[config.mk]
export PLATFORM = sky130hd
export DESIGN_NAME = pipe_ctrl_unit
export DESIGN_NICKNAME = d
export VERILOG_FILES = /design/src/rtl/ctrl_pkg.sv /design/src/rtl/ctrl_decoder.sv /design/src/rtl/pipe_ctrl_unit.sv
export SDC_FILE = /design/constraint.sdc
export NUM_CORES = 1
export LEC_CHECK = 0
export ABC_AREA = 1
export BUFFER_PORTS_ARGS = -buffer_cell sky130_fd_sc_hd__buf_2
export CORE_AREA = 2 2 53 55
export DETAILED_ROUTE_END_ITERATION = 8
export DIE_AREA = 0 0 55 57
export GPL_TIMING_DRIVEN = 0
export PLACE_DENSITY_LB_ADDON = 0.08
export REMOVE_ABC_BUFFERS = 1
export SETUP_SLACK_MARGIN = 0.5
export SYNTH_ARGS = -nofsm -noshare
export SYNTH_HDL_FRONTEND = slang
export SYNTH_SLANG_ARGS = --single-unit
[constraint.sdc]
create_clock -name clk -period 2.74 [get_ports clk]
set_input_delay 0.548 -clock clk [delete_from_list [all_inputs] [get_ports clk]]
set_output_delay 0.548 -clock clk [all_outputs]
set_load 0.01 [all_outputs]
[src/rtl/ctrl_pkg.sv]
// Shared types and opcode constants for the RV32I pipeline main control.
package ctrl_pkg;

    localparam logic [6:0] R_TYPE = 7'b0110011;
    localparam logic [6:0] I_TYPE = 7'b0010011;
    localparam logic [6:0] LOAD   = 7'b0000011;
    localparam logic [6:0] STORE  = 7'b0100011;
    localparam logic [6:0] BRANCH = 7'b1100011;
    localparam logic [6:0] JAL    = 7'b1101111;
    localparam logic [6:0] JALR   = 7'b1100111;
    localparam logic [6:0] LUI    = 7'b0110111;
    localparam logic [6:0] AUIPC  = 7'b0010111;

    typedef enum logic [1:0] {
        ALU_ADD    = 2'b00,
        ALU_BRANCH = 2'b01,
        ALU_FUNCT  = 2'b10
    } alu_op_e;

    typedef struct packed {
        logic    alu_src;
        logic    mem_to_reg;
        logic    reg_write;
        logic    mem_read;
        logic    mem_write;
        alu_op_e alu_op;
        logic    branch;
        logic    jalr_sel;
        logic    lui;
        logic    auipc;
    } ctrl_t;

    typedef enum logic [1:0] {
        RUN   = 2'd0,
        STALL = 2'd1,
        FLUSH = 2'd2
    } ctrl_state_e;

endpackage

[src/rtl/ctrl_decoder.sv]
// Combinational opcode decoder: produces the control bundle and a known-opcode flag.
module ctrl_decoder
    import ctrl_pkg::*;
(
    input  logic [6:0] opcode,
    output ctrl_t      ctrl,
    output logic       known
);

    always_comb begin
        ctrl  = '0;
        known = 1'b1;
        case (opcode)
            R_TYPE: begin
                ctrl.reg_write = 1'b1;
                ctrl.alu_op    = ALU_FUNCT;
            end
            I_TYPE: begin
                ctrl.alu_src   = 1'b1;
                ctrl.reg_write = 1'b1;
                ctrl.alu_op    = ALU_FUNCT;
            end
            LOAD: begin
                ctrl.alu_src    = 1'b1;
                ctrl.mem_to_reg = 1'b1;
                ctrl.mem_read   = 1'b1;
                ctrl.reg_write  = 1'b1;
            end
            STORE: begin
                ctrl.alu_src   = 1'b1;
                ctrl.mem_write = 1'b1;
            end
            BRANCH: begin
                ctrl.branch = 1'b1;
                ctrl.alu_op = ALU_BRANCH;
            end
            JAL: begin
                ctrl.branch    = 1'b1;
                ctrl.jalr_sel  = 1'b1;
                ctrl.reg_write = 1'b1;
            end
            JALR: begin
                ctrl.jalr_sel  = 1'b1;
                ctrl.reg_write = 1'b1;
            end
            LUI: begin
                ctrl.lui       = 1'b1;
                ctrl.alu_src   = 1'b1;
                ctrl.reg_write = 1'b1;
            end
            AUIPC: begin
                ctrl.auipc     = 1'b1;
                ctrl.alu_src   = 1'b1;
                ctrl.reg_write = 1'b1;
            end
            default: known = 1'b0;
        endcase
    end

endmodule

[src/rtl/pipe_ctrl_unit.sv]
// Pipeline main control: decode into ID/EX, load-use stall and redirect flush sequencing.
// Optional CTRL_ILLEGAL_TRAP_EN turns unknown opcodes into bubbles and sets a sticky flag.
module pipe_ctrl_unit
    import ctrl_pkg::*;
#(
    parameter int unsigned FLUSH_DEPTH = 2,
    parameter int unsigned REG_AW      = 5
) (
    input  logic              clk,
    input  logic              rst_n,
    input  logic [6:0]        id_opcode,
    input  logic [REG_AW-1:0] id_rs1,
    input  logic [REG_AW-1:0] id_rs2,
    input  logic              ex_mem_read,
    input  logic [REG_AW-1:0] ex_rd,
    input  logic              ex_redirect,
    output ctrl_t             ex_ctrl,
    output logic              ex_valid,
    output logic              pc_write,
    output logic              if_id_write,
    output logic              if_id_flush,
    output logic              illegal
);

    localparam int unsigned CntW = $clog2(FLUSH_DEPTH + 1);
    localparam logic [CntW-1:0] CntReload = CntW'(FLUSH_DEPTH - 1);

    ctrl_state_e     state_q, state_d;
    logic [CntW-1:0] cnt_q, cnt_d;
    ctrl_t           ctrl_q, ctrl_d;
    logic            valid_q, valid_d;
    ctrl_t           dec_ctrl;
    logic            dec_known;
    logic            uses_rs2;
    logic            hazard;

    ctrl_decoder u_decoder (
        .opcode (id_opcode),
        .ctrl   (dec_ctrl),
        .known  (dec_known)
    );

    assign uses_rs2 = (id_opcode == R_TYPE) || (id_opcode == STORE) || (id_opcode == BRANCH);
    assign hazard   = ex_mem_read && (ex_rd != '0) &&
                      ((ex_rd == id_rs1) || ((ex_rd == id_rs2) && uses_rs2));

`ifdef CTRL_ILLEGAL_TRAP_EN
    logic illegal_q, illegal_d;
`endif

    always_comb begin
        state_d     = state_q;
        cnt_d       = cnt_q;
        ctrl_d      = '0;
        valid_d     = 1'b0;
        pc_write    = 1'b1;
        if_id_write = 1'b1;
        if_id_flush = 1'b0;
`ifdef CTRL_ILLEGAL_TRAP_EN
        illegal_d   = illegal_q;
`endif
        unique case (state_q)
            RUN: begin
                if (ex_redirect) begin
                    state_d = FLUSH;
                    cnt_d   = CntReload;
                end else if (hazard) begin
                    state_d = STALL;
                end else begin
`ifdef CTRL_ILLEGAL_TRAP_EN
                    if (dec_known) begin
                        ctrl_d  = dec_ctrl;
                        valid_d = 1'b1;
                    end else begin
                        illegal_d = 1'b1;
                    end
`else
                    ctrl_d  = dec_ctrl;
                    valid_d = 1'b1;
`endif
                end
            end
            STALL: begin
                pc_write    = 1'b0;
                if_id_write = 1'b0;
                if (ex_redirect) begin
                    state_d = FLUSH;
                    cnt_d   = CntReload;
                end else begin
                    state_d = RUN;
                end
            end
            FLUSH: begin
                // Hazards are ignored here: the instruction in IF/ID is being discarded.
                if_id_flush = 1'b1;
                if (ex_redirect) begin
                    cnt_d = CntReload;
                end else if (cnt_q == '0) begin
                    state_d = RUN;
                end else begin
                    cnt_d = cnt_q - 1'b1;
                end
            end
            default: state_d = RUN;
        endcase
    end

    always_ff @(posedge clk or negedge rst_n) begin
        if (!rst_n) begin
            state_q <= RUN;
            cnt_q   <= '0;
            ctrl_q  <= '0;
            valid_q <= 1'b0;
        end else begin
            state_q <= state_d;
            cnt_q   <= cnt_d;
            ctrl_q  <= ctrl_d;
            valid_q <= valid_d;
        end
    end

`ifdef CTRL_ILLEGAL_TRAP_EN
    always_ff @(posedge clk or negedge rst_n) begin
        if (!rst_n) begin
            illegal_q <= 1'b0;
        end else begin
            illegal_q <= illegal_d;
        end
    end

    assign illegal = illegal_q;
`else
    logic unused_known;
    assign unused_known = dec_known;
    assign illegal      = 1'b0;
`endif

    assign ex_ctrl  = ctrl_q;
    assign ex_valid = valid_q;

endmodule

======== Yosys cells after proc, flatten, opt, wreduce, memory -nomap -nowiden ========
Index checks and enable logic that the tools add are counted.
storage, ports and cells
  bits in registers ....................... 16
  input port bits ......................... 26
  output and inout bits ................... 16
  word-level logic and storage cells ...... 77
cells by class
  $add $sub $neg .......................... 1
  eq/ne operators ......................... 18
  multiplexer cells ....................... 27
  reductions and logical operators ........ 18
operators with widths
  kind                                                                   count
  11-bit two-way mux                                                     3
  7-bit by 6-bit equality test with 1-bit output, second input constant  3
  7-bit equality test, second input constant                             3
  2-bit two-way mux                                                      8
  7-bit by 5-bit equality test with 1-bit output, second input constant  2
  1-bit two-way mux                                                      13
  5-bit equality test                                                    2
  2-bit one-hot mux with 2 select lines                                  2
  2-bit OR reduction                                                     4
  7-bit by 2-bit equality test with 1-bit output, second input constant  1
  7-bit OR reduction                                                     1
  3-bit != test, second input constant                                   2
  2-bit one-hot mux with 3 select lines                                  1
  3-bit AND reduction                                                    2
  5-bit nonzero test                                                     1
  5-bit OR reduction                                                     1
  2-bit zero test                                                        2
  2-bit != test, second input constant                                   2
  1-bit logical AND                                                      3
  1-bit logical OR                                                       3
  2-bit by 1-bit equality test with 1-bit output, second input constant  1
  2-bit equality test, second input constant                             1
  2-bit by 1-bit != test with 1-bit output, second input constant        1
  2-bit nonzero test                                                     1
  2-bit by 1-bit subtractor with 2-bit output, second input constant     1

======== Logic depth before layout (Yosys ltp) ========
  depth after elaboration ................. 9
  gate-level depth with buffers ........... 10
  mapped depth without buffers ............ 10

======== Cells and area by module ========
A second synthesis with hierarchy kept.
second synthesis, totals
  cells, all modules ...................... 167
  area, all modules ....................... 1,096.1 sq um
by module, submodules not included
  module          instances  cells an instance  area an instance (sq um)
  pipe_ctrl_unit  1          121                882.1
  ctrl_decoder    1          46                 214.0

======== Worst setup path after synthesis ========
OpenSTA, ideal clock, no wires.
  path type ............................... input -> register
  from .................................... input id_opcode[0]
  to ...................................... register ctrl_q (netlist bit ex_ctrl[8])
  setup time .............................. 123 ps
  data arrival time ....................... 1,233 ps
  required time ........................... 2,617 ps
  setup slack ............................. 1,384 ps
  stages on the path ...................... 9
  buffers on the path ..................... 0
  cells stage by stage .................... nand2_1 > nor2_4 > nand2_1 > nor2_2 > nand2_1 > nand2_2 > nand2_4 > nand2_8 > nor2_2
RTL lines
  what                  RTL line               source
  start, declared       pipe_ctrl_unit.sv:11   input logic [6:0] id_opcode,
  end signal, assigned  pipe_ctrl_unit.sv:117  ctrl_q <= ctrl_d;
  end, declared         pipe_ctrl_unit.sv:30   ctrl_t ctrl_q, ctrl_d;

======== Worst setup path in the final report ========
  from .................................... register state_q[1]
  to ...................................... output if_id_flush
between the ends
  longest elaborated chain between the ends .. 2
RTL lines
  what                    RTL line               source
  start, declared         pipe_ctrl_unit.sv:28   ctrl_state_e state_q, state_d;
  start signal, assigned  pipe_ctrl_unit.sv:115  state_q <= state_d;
  2-bit equality test     pipe_ctrl_unit.sv:62   unique case (state_q)
  1-bit two-way mux       pipe_ctrl_unit.sv:62
  end, declared           pipe_ctrl_unit.sv:21   output logic if_id_flush,
No other way between the ends.

==> impl_metrics.env <==
export IMPL_outcome="finished clean"
export IMPL_post_cts_resized=0
export IMPL_highest_layer="met3"
export IMPL_drt_met1_wl_um=811
export IMPL_reg2reg_depth=7
export IMPL_num_vias=866
export IMPL_timing_setup_tns_ns=0
export IMPL_multi_input_area_sq_um=487
export IMPL_max_stage_delay_ns=0.39
export IMPL_cts_tree="yes"
export IMPL_yosys_cell_types_count=28
export IMPL_post_cts_buffers=0
export IMPL_die_h_um=57
export IMPL_drc=0
export IMPL_critPathKind="flip-flop to primary output"
export IMPL_dp_hpwl_um=1580
export IMPL_start_util_pct=37.6
export IMPL_reg2reg_to="cnt_q[0]"
export IMPL_worst_path_buf_inv=2
export IMPL_p_clk_share_pct=20.7
export IMPL_finalWorstSetupSlack_ns=1.19
export IMPL_path_clk_slew_ns=0.09
export IMPL_htree_levels=1
export IMPL_cp_arrival_ns=1.00
export IMPL_grt_pass1_vias=792
export IMPL_drv_cap=0
export IMPL_sequentialPowerShare_pct=43.8
export IMPL_cts_buffer_depth=2
export IMPL_wl_met2_um=913
export IMPL_hold_buffers=0
export IMPL_routed_wl_um=1810
export IMPL_timing_final_crit_share_pct=56.4
export IMPL_finalHoldViolCount=0
export IMPL_syn_inst=125
export IMPL_yosysSeqAreaShare_pct=38.2
export IMPL_insertedDiodeCount=0
export IMPL_avgRoutedWirePerCell_um=9.17
export IMPL_syn2layout_area_growth_pct=24.8
export IMPL_rsz0062_at_grt="false"
export IMPL_clk_latency_ns=0.28
export IMPL_critPathTopFamily="flip-flops"
export IMPL_worstSetupStartpointType="flip-flop"
export IMPL_dieArea_sq_mm=0.00314
export IMPL_whs_ns=0.154
export IMPL_detailedPlace_worstSlack_ns=1.18
export IMPL_seq_area_sq_um=375
export IMPL_max_freq_mhz=647
export IMPL_dr_pass1_iters=4
export IMPL_ys_ff_latch=15
export IMPL_finalCriticalPeriod_ns=1.55
export IMPL_grt_first_pass_wirelength_um=3080
export IMPL_finClkSkew_ns=0.000707
export IMPL_r2r_slack_ns=1.65
export IMPL_syn_avg_cell_area_sq_um=7.86
export IMPL_holdCritPathClass="input pin to asynchronous set/reset pin"
export IMPL_rows=19
export IMPL_internal_power_mw=0.376
export IMPL_postRouteAntennaNets=0
export IMPL_p_sw_mw=0.213
export IMPL_place_congestion=0.870
export IMPL_leakage_nw=0.735
export IMPL_switching_share_pct=36.2
export IMPL_crit_path_top_delay_cell="dfrtp_1"
export IMPL_netlist_area_sq_um=982
export IMPL_cts_buffers_inserted=3
export IMPL_wl_met3_um=81
export IMPL_finalSetupViolations=0
export IMPL_cts_sinks=15
export IMPL_fin_nets=194
export IMPL_core_sq_mm=0.00262
export IMPL_yosys_warnings=0
export IMPL_cp_required_ns=2.19
export IMPL_cts_root_buffer="clkbuf_4"
export IMPL_drive_gt1_share_pct=41.6
export IMPL_crit_path_end_kind="primary output"
export IMPL_cp_cell_sequence="inv_1 -> nor2_1 -> buf_2"
export IMPL_fillers=277
export IMPL_p_comb_share_pct=35.5
export IMPL_antenna_found_initial=0
export IMPL_io_buffer_count=40
export IMPL_slew_viol_final=0
export IMPL_ir_drop_mv=0.265
export IMPL_top_level_ports=42
export IMPL_die_x_um=55
export IMPL_track_usage_pct=13.3
export IMPL_grt_max_degree=16
export IMPL_viasPerCell=4.40
export IMPL_powerDensity_mw_per_mm2=480
export IMPL_r2r_start="cnt_q[0]"
export IMPL_overflow=0
export IMPL_crit_fanout=3
export IMPL_drtIter0Drc=15
## registers in the layout, indices dropped and copies added (netlist names)
| name | flops |
|---|---|
| ex_ctrl | 10 |
| cnt_q | 2 |
| ex_valid | 1 |
| state_q | 2 |
## kinds of logic (layout without fill, tap and decap cells)
family,count (synthesis),after routing,share of synthesized area [%]
buffers and inverters,29,70,12.2
adder cells (fa/ha/maj),1,1,1.27
flip-flops,15,15,38.2
AO/OA/AOI/OAI,6,6,4.20
XOR/XNOR,4,4,3.57
AND/OR/NAND/NOR,69,69,40.1
other,1,1,0.382
## per-stage QoR
stage | util, % | power [mW] | area [sq um] | instances
finish | 46.9 | 0.589 | 1230 | 197
global route | 46.9 | 0.636 | 1230 | 197
CTS | 46.9 | 0.601 | 1230 | 197
detailed placement | 45.8 | 0.477 | 1200 | 193
global placement | 45.8 | 0.467 | 1200 | 193
floorplan | - | 0.407 | 960 | 122
## metal layers
metal | vias up | GRT usage, %
met5 | - | 0
met4 | 0 | 6.27
met1 | 388 | 16.3
li1 | 459 | -
met2 | 19 | 23.0
met3 | 0 | 0.785
## synth_stat cells
cell type	number	area share (%)
nand2_1	30	11
inv_1	22	8.4
dfrtp_1	15	38
nor2_1	12	4.6
nand3_1	6	3.1
nor3_2	6	6.1
inv_2	4	1.5
nor2_2	4	2.5
buf_4	3	2.3
a21oi_1	2	1.0
nand2_2	2	1.3
xnor2_1	2	1.8
xor2_1	2	1.8
a21oi_2	1	0.89
conb_1	1	0.38
ha_1	1	1.3
nand2_4	1	1.1
nand2_8	1	2.0
nand3_2	1	1.0
nand4_1	1	0.64
nand4_2	1	1.3
nor2_4	1	1.1
nor2_8	1	2.0
nor3_1	1	0.51
nor4_2	1	1.3
o21ai_0	1	0.51
o21ai_2	1	0.89
o32ai_1	1	0.89
## worst max path at each step
| stage | startpoint | endpoint | slack [ns] | cells after the start |
|---|---|---|---|---|
| floorplan | id_opcode[0] | ex_ctrl[8] | 1.38 | 9 |
| global placement | id_opcode[2] | ex_ctrl[2] | 1.18 | 11 |
| detailed placement | id_opcode[2] | ex_ctrl[2] | 1.18 | 11 |
| CTS | state_q[1] | if_id_flush | 1.18 | 3 |
| global route | state_q[1] | if_id_flush | 1.12 | 3 |
| finish | state_q[1] | if_id_flush | 1.19 | 3 |
## power by group through the flow
stage	Clock [mW]	Combinational, mW	Sequential, mW
final	0.122	0.209	0.258
after global routing	0.135	0.241	0.260
after CTS	0.128	0.214	0.259
after detailed placement	0	0.214	0.263
after global placement	0	0.205	0.262
after floorplan	0	0.143	0.263
## placed cells by master, fill, tap and decap left out, types with 2 or more instances in the layout
cell / Yosys / final
inv_1: 22 / 22
xnor2_1: 2 / 2
nand3_1: 6 / 6
nor2_2: 4 / 4
dfrtp_1: 15 / 15
xor2_1: 2 / 2
nand2_2: 2 / 2
inv_2: 4 / 4
nor3_2: 6 / 6
buf_2: 0 / 40
a21oi_1: 2 / 2
nor2_1: 12 / 12
nand2_1: 30 / 30
clkbuf_4: 0 / 3
## cell type report
class	instances	area share (%)
clock buffers	3	1.84
clock inverters	1	0.408
inverters	26	7.96
multi-input cells	81	39.7
flip-flops and latches	15	30.6
well taps	31	3.16
repair buffers	40	16.3
## worst reg2reg max path: cells and delay by family (launching register included)
kind                       cells  cell delay, ns
adders and majority gates      1            0.14
and+or+nand+nor                4            0.29
DFF                            1            0.38
buffers and inverters          1            0.07
AOI/OAI and AO/OA              1            0.09
Power figures use the tool's default switching activity.
